$ cat src/rtl/demux_1ton_stream.sv
// demux_1ton_stream
//   Routes one valid/ready input stream to one of N_CH output streams.
//   Each output channel owns a 1-entry register, so every channel sustains
//   one beat per cycle and drains independently of the others.
//   Routing is either by explicit select (mode = 0) or round-robin (mode = 1).
//   Beats addressed to a non-existent channel are accepted, dropped, flagged
//   and counted.
//
// Ports
//   clk, rst_n     clock, asynchronous active-low reset
//   mode           0 = route by in_sel, 1 = round-robin via rr_ptr
//   in_valid/in_ready/in_data/in_sel   input stream
//   out_valid/out_ready/out_data       per-channel output streams;
//                                      channel k at out_data[k*DATA_W +: DATA_W]
//   err_clr        synchronous clear of err_sel and drop_cnt
//   err_sel        sticky drop flag
//   drop_cnt       saturating count of dropped beats
//   rr_ptr         current round-robin target
module demux_1ton_stream #(
  parameter int DATA_W = 8,
  parameter int N_CH   = 4,
  parameter int SEL_W  = $clog2(N_CH),
  parameter int CNT_W  = 8
) (
  input  logic                     clk,
  input  logic                     rst_n,
  input  logic                     mode,
  input  logic                     in_valid,
  output logic                     in_ready,
  input  logic [DATA_W-1:0]        in_data,
  input  logic [SEL_W-1:0]         in_sel,
  output logic [N_CH-1:0]          out_valid,
  input  logic [N_CH-1:0]          out_ready,
  output logic [N_CH*DATA_W-1:0]   out_data,
  input  logic                     err_clr,
  output logic                     err_sel,
  output logic [CNT_W-1:0]         drop_cnt,
  output logic [SEL_W-1:0]         rr_ptr
);

  logic [N_CH-1:0]        out_valid_q, out_valid_d;
  logic [N_CH*DATA_W-1:0] out_data_q,  out_data_d;
  logic [SEL_W-1:0]       rr_ptr_q,    rr_ptr_d;
  logic                   err_sel_q,   err_sel_d;
  logic [CNT_W-1:0]       drop_cnt_q,  drop_cnt_d;

  logic [SEL_W-1:0] tgt;
  logic [N_CH-1:0]  tgt_oh;
  logic             tgt_ok;
  logic             accept;
  logic             drop;

  assign tgt = mode ? rr_ptr_q : in_sel;

  // One-hot decode of the target. Codes with no matching channel leave the
  // vector zero, which is how out-of-range selects are detected without a
  // magnitude compare that would be constant for power-of-two N_CH.
  always_comb begin
    tgt_oh = '0;
    for (int k = 0; k < N_CH; k++) begin
      if (tgt == SEL_W'(k)) tgt_oh[k] = 1'b1;
    end
  end

  assign tgt_ok = |tgt_oh;

  // Out-of-range beats are always accepted so they can be dropped.
  // Gating with rst_n keeps the producer stalled while reset is held.
  assign in_ready = rst_n & (~tgt_ok | (|(tgt_oh & (~out_valid_q | out_ready))));
  assign accept   = in_valid & in_ready;
  assign drop     = accept & ~tgt_ok;

  always_comb begin
    out_valid_d = out_valid_q;
    out_data_d  = out_data_q;
    for (int k = 0; k < N_CH; k++) begin
      if (accept && tgt_oh[k]) begin
        // A load in the same cycle as a drain keeps valid high.
        out_valid_d[k]                  = 1'b1;
        out_data_d[k*DATA_W +: DATA_W]  = in_data;
      end else if (out_valid_q[k] && out_ready[k]) begin
        out_valid_d[k] = 1'b0;
      end
    end
  end

  always_comb begin
    rr_ptr_d = rr_ptr_q;
    if (accept && mode) begin
      if (rr_ptr_q == SEL_W'(N_CH - 1)) rr_ptr_d = '0;
      else                              rr_ptr_d = rr_ptr_q + SEL_W'(1);
    end
  end

  always_comb begin
    err_sel_d  = err_sel_q;
    drop_cnt_d = drop_cnt_q;
    if (err_clr) begin
      err_sel_d  = 1'b0;
      drop_cnt_d = '0;
    end else if (drop) begin
      err_sel_d = 1'b1;
      if (drop_cnt_q != {CNT_W{1'b1}}) drop_cnt_d = drop_cnt_q + CNT_W'(1);
    end
  end

  always_ff @(posedge clk or negedge rst_n) begin
    if (!rst_n) begin
      out_valid_q <= '0;
      out_data_q  <= '0;
      rr_ptr_q    <= '0;
      err_sel_q   <= 1'b0;
      drop_cnt_q  <= '0;
    end else begin
      out_valid_q <= out_valid_d;
      out_data_q  <= out_data_d;
      rr_ptr_q    <= rr_ptr_d;
      err_sel_q   <= err_sel_d;
      drop_cnt_q  <= drop_cnt_d;
    end
  end

  assign out_valid = out_valid_q;
  assign out_data  = out_data_q;
  assign rr_ptr    = rr_ptr_q;
  assign err_sel   = err_sel_q;
  assign drop_cnt  = drop_cnt_q;

endmodule

$ cat config.mk
export PLATFORM = sky130hd
export DESIGN_NAME = demux_1ton_stream
export DESIGN_NICKNAME = d
export VERILOG_FILES = /design/src/rtl/demux_1ton_stream.sv
export SDC_FILE = /design/constraint.sdc
export NUM_CORES = 1
export LEC_CHECK = 0
export ABC_CLOCK_PERIOD_IN_PS = 3100
export CAP_MARGIN = 20
export CORE_MARGIN = 8
export CORE_UTILIZATION = 40
export CTS_CLUSTER_DIAMETER = 100
export CTS_CLUSTER_SIZE = 28
export DETAILED_ROUTE_END_ITERATION = 10
export PLACE_DENSITY = 0.75
export SYNTH_ARGS = -nofsm -noshare
export SYNTH_HDL_FRONTEND = slang
export SYNTH_SLANG_ARGS = --single-unit
$ cat constraint.sdc
create_clock -name clk -period 3.1 [get_ports clk]
set_input_delay 0.62 -clock clk [delete_from_list [all_inputs] [get_ports clk]]
set_output_delay 0.62 -clock clk [all_outputs]
set_load 0.005 [all_outputs]
; ---- Word level (Yosys, flattened, before mapping)
; Index checks and enable logic that the tools add are counted.
[word_totals]
reg_bits = 47
word_cells = 64
inputBits = 19
[classes]
n_eq_ne = 5
n_mux = 19
n_reduce_logical = 19
addsub = 2
bitwise = 8
[ops]
columns = op, n
row1 = 8-bit 2-to-1 mux, 3
row2 = 1-bit 2-to-1 mux, 14
row3 = 2-bit nonzero test, 6
row4 = 1-bit logical AND, 9
row5 = 8-bit by 1-bit adder with 8-bit output (second input constant), 1
row6 = 8-bit != test (second input constant), 1
row7 = 4-bit OR reduction, 2
row8 = 2-bit == test (second input constant), 3
row9 = 4-bit AND, 1
row10 = 2-bit 2-to-1 mux, 2
row11 = 4-bit inverter, 1
row12 = 4-bit OR, 1
row13 = 1-bit AND, 3
row14 = 2-bit by 1-bit adder with 2-bit output (second input constant), 1
row15 = 2-bit by 1-bit == test with 1-bit output (second input constant), 1
row16 = 2-bit zero test, 1
row17 = 2-bit AND reduction, 1
row18 = 1-bit inverter, 1
row19 = 1-bit OR, 1

; ---- Logic depth before layout (Yosys ltp)
[logic_depth]
depth_word = 11
ltp_mapped = 4

; ---- Worst setup path after synthesis
; No wires, ideal clock.
[synth_path]
path_kind = in2out
from = input mode
to = output in_ready
cell_stages = 4
path_slack_ns = 1.043
t_arrival_ns = 1.437
path_cell_list = mux2_4 mux2i_1 mux2i_1 and2_1
[synth_via]
elab_chain_len = 7
word_cells_on_any_way = 15
[synth_rtl]
columns = element, line_no
row1 = "start, declared", 27  ; input logic mode,
row2 = 2-bit 2-to-1 mux *, 53  ; assign tgt = mode ? rr_ptr_q : in_sel;
row3 = "2-bit by 1-bit == test with 1-bit output, or another cell as far along", 61  ; if (tgt == SEL_W'(k)) tgt_oh[k] = 1'b1;
row4 = 1-bit 2-to-1 mux, 61
row5 = 4-bit AND or 4-bit OR reduction (tied branches), "69, 65"
row6 = 4-bit OR reduction or 1-bit inverter (tied branches), 69  ; assign in_ready = rst_n & (~tgt_ok | (|(tgt_oh & (~out_valid_q | out_ready))));
row7 = 1-bit OR *, 69
row8 = 1-bit AND *, 69
row9 = "end, declared", 29  ; output logic in_ready,
; Mark *: on every way between the ends. The rest lies on a longest branch, timed or not.

; ---- Final worst setup path
[layout_path]
from = input in_sel[0]
to = output in_ready
[layout_via]
elab_chain_len = 7
word_cells_on_any_way = 15
[layout_rtl]
columns = element, line_no
row1 = "start, declared", 31  ; input logic [SEL_W-1:0] in_sel,
row2 = 2-bit 2-to-1 mux *, 53
row3 = "2-bit by 1-bit == test with 1-bit output, or another cell as far along", 61
row4 = 1-bit 2-to-1 mux, 61
row5 = 4-bit AND or 4-bit OR reduction (tied branches), "69, 65"
row6 = 4-bit OR reduction or 1-bit inverter (tied branches), 69
row7 = 1-bit OR *, 69
row8 = 1-bit AND *, 69
; Marks and branches as above.

==> results.yml <==
synthesis:
  syn_avg_cell_area_um2: 15.5
  syn_inst: 120
  netlist_area_um2: 1860
  synth-seq-cells: 47
  yosysWarnings: 0
  synth_flop_cell: "dfrtp_1"
  synthesis.nets: 140
  async_flop_share: 1.00
  synth-edff-count: 0
  yosysSeqAreaShare: 0.632
  ys_types: 22
place:
  pre_cts_slack_ns: -0.0166
  dp_hpwl_mm: 3.54
  place_congestion: 0.820
  io_buffer_count: 66
  dpl_cell_area_um2: 2610
route:
  first_pass_iters: 4
  remaining_drc_errors: 0
  wl_per_cell_um: 18.3
  viasPerCell: 5.03
  wirelength_mm: 4.58
  ant_nets: 0
  drt_iter0_drc: 40
  vias: 1258
floorplanning:
  dieArea_um2: 7090
  die_w_um: 84.2
  io_pins: 67
  fp-row-count: 25
  start_util: 0.405
  coreArea_um2: 4600
  die_h_um: 84.2
worst_setup_path:
  slowest_delay_ns: 0.49
  end_kind: "output pin"
  worstSetupStartpointType: "primary input"
  critPathMaxFanout: 3
  crit_chain: "clkdlybuf4s50_1, mux2_4, mux2i_2, mux2i_1, and2_1, clkdlybuf4s50_1"
  cp_data_arrival_time_ns: 2.26
  critical_path_required_ns: 2.48
  criticalPathCategory: "primary input to output pin"
  slowest_stage: "clkdlybuf4s50_1"
  cpMostUsedCell: "clkdlybuf4s50_1"
sta:
  tightest_slew_ns: 0.562
  fin_ws_ns: 0.223
  fin_skew_ns: 0.00582
  max_freq_ghz: 0.348
  maxSlewViolCount: 0
  slew_headroom: 0.625
  fin_crit_sh: 0.928
  holdWs_ns: 0.156
  fin_crit_ns: 2.88
  hold_viol_final: 0
  rsz0062_at_grt: "false"
  setup_viol: 0
grt:
  grt_pass1_vias: 1414
  grt_util_all_layers: 0.134
  antenna_found_initial: 0
  grt_max_degree: 46
  grt_pass1_wl_mm: 7.58
  gr-total-overflow: 0
power:
  power.total_mw: 2.23
  vdd_drop_max_mv: 0.384
  powerDensity_nw_per_um2: 827
  leakage_nw: 1.15
run_status:
  outcome: "completed"
finish:
  fin_area_um2: 2700
  fillerInstances: 373
  area_growth_pct: 44.9
  diodes: 0
  fin_nets: 217
  utilization: 0.586
  drive_above_1_share: 0.276
clocking:
  holdBufCountCts: 0
  insertion_delay_ns: 0.29
  clock-sinks: 47
  clkTransAtPathRegs_ns: 0.08
  h-tree-depth: 2
  cts_tree: "done"
  clockBufferDepth: 2
  cts-buffers-inserted: 5
  post-cts-setup-buffers: 0
  cts-root-buf: "clkbuf_8"
job:
  cap_violations: 0
worst_hold_path:
  hold_class: "primary input to asynchronous set/reset pin"
==> area by class of cell <==
cell class | instances | area [um^2] | share of cell area
multi-input cells | 73 | 688 | 0.255
clock inverters | 1 | 7.51 | 0.00278
clock buffers | 5 | 68.8 | 0.0255
repair buffers | 70 | 688 | 0.255
well taps | 54 | 67.6 | 0.0251
flip-flops and latches | 47 | 1180 | 0.436
==> final timing paths <==
kind | slack, ns | startpoint | cells after the start | end
setup reg to reg | 1.14 | rr_ptr[0] | 4 | out_data[1]
setup / recovery | 0.22 | in_sel[0] | 6 | in_ready
max in group asynchronous | 2.16 | rst_n | 2 | out_data[10]
hold / removal | 0.16 | rst_n | 1 | rr_ptr[1]
hold reg to reg | 0.50 | drop_cnt[0] | 1 | drop_cnt[0]
min in group clk | 0.50 | drop_cnt[0] | 1 | drop_cnt[0]
==> power by group <==
part | total (mW) | internal (mW) | leakage (nW) | switching (mW)
logic | 0.910 | 0.627 | 0.530 | 0.283
registers | 0.989 | 0.845 | 0.588 | 0.144
clock network | 0.330 | 0.150 | 0.0361 | 0.181
total | 2.23 | 1.62 | 1.15 | 0.608
==> metal layers <==
layer / vias to the layer above / GRT usage / wire length [um]
li1: 575 / - / -
met1: 634 / 0.153 / 1850
met2: 45 / 0.230 / 2430
met3: 4 / 0.0407 / 240
met4: 0 / 0.0471 / 49
met5: - / 0 / 0
==> timing repair <==
action,in CTS,in global routing
endpoints found under the hold margin,0,0
resized for setup,1,1
endpoints found under the setup margin,1,1
==> state kept, by name, summed over array words and instances (netlist names) <==
name and count:
out_data 32, drop_cnt 8, out_valid 4, rr_ptr 2
err_sel 1
==> Yosys cell counts, drive strengths merged, types with 2 or more instances <==
library cell | n | area share
mux2i | 4 | 0.024
nand2b | 4 | 0.013
nand2 | 2 | 0.0040
nor2b | 9 | 0.030
o21ai | 4 | 0.011
nor3b | 2 | 0.020
nor2 | 4 | 0.011
dfrtp | 47 | 0.63
mux2 | 34 | 0.21
nand3 | 2 | 0.0081
==> placed cells by master (no fill, tap or decap) <==
cell,instances
clkdlybuf4s50_1,64
dfrtp_1,47
mux2_2,33
nor2b_1,9
clkbuf_8,5
nand2b_1,4
o21ai_0,4
buf_4,4
mux2i_2,2
mux2i_1,2
nor3b_4,2
nand2_1,2
nor2_2,2
nor2_1,2
mux2_4,1
and2_1,1
nand3b_4,1
nand3_2,1
nand3_1,1
or3_1,1
a22o_1,1
nand4_1,1
or2_2,1
o22ai_1,1
ha_1,1
clkinvlp_4,1
dlymetal6s2s_1,1
buf_2,1
==> through the flow <==
| stage | TNS, ns | cells |
|---|---|---|
| floorplan | 0 | 120 |
| global placement | 0 | 244 |
| detailed placement | -0.0166 | 244 |
| CTS | 0 | 250 |
| global route | 0 | 250 |
| finish | 0 | 250 |
==> worst max-delay path, delay by kind of cell <==
kind / cells / cell delay [ns]
and+or+nand+nor: 1 / 0.13
muxes: 3 / 0.61
buffers and inverters: 2 / 0.89
==> logic make-up (layout without fill, tap and decap cells) <==
group / Yosys count / in the layout / share of synthesized area
flops: 47 / 47 / 0.632
mux: 38 / 38 / 0.231
simple gates: 28 / 28 / 0.111
compound gates: 6 / 6 / 0.0188
fa+ha+maj: 1 / 1 / 0.00672
buf+inv: 0 / 76 / 0
Power figures use the tool's default switching activity.
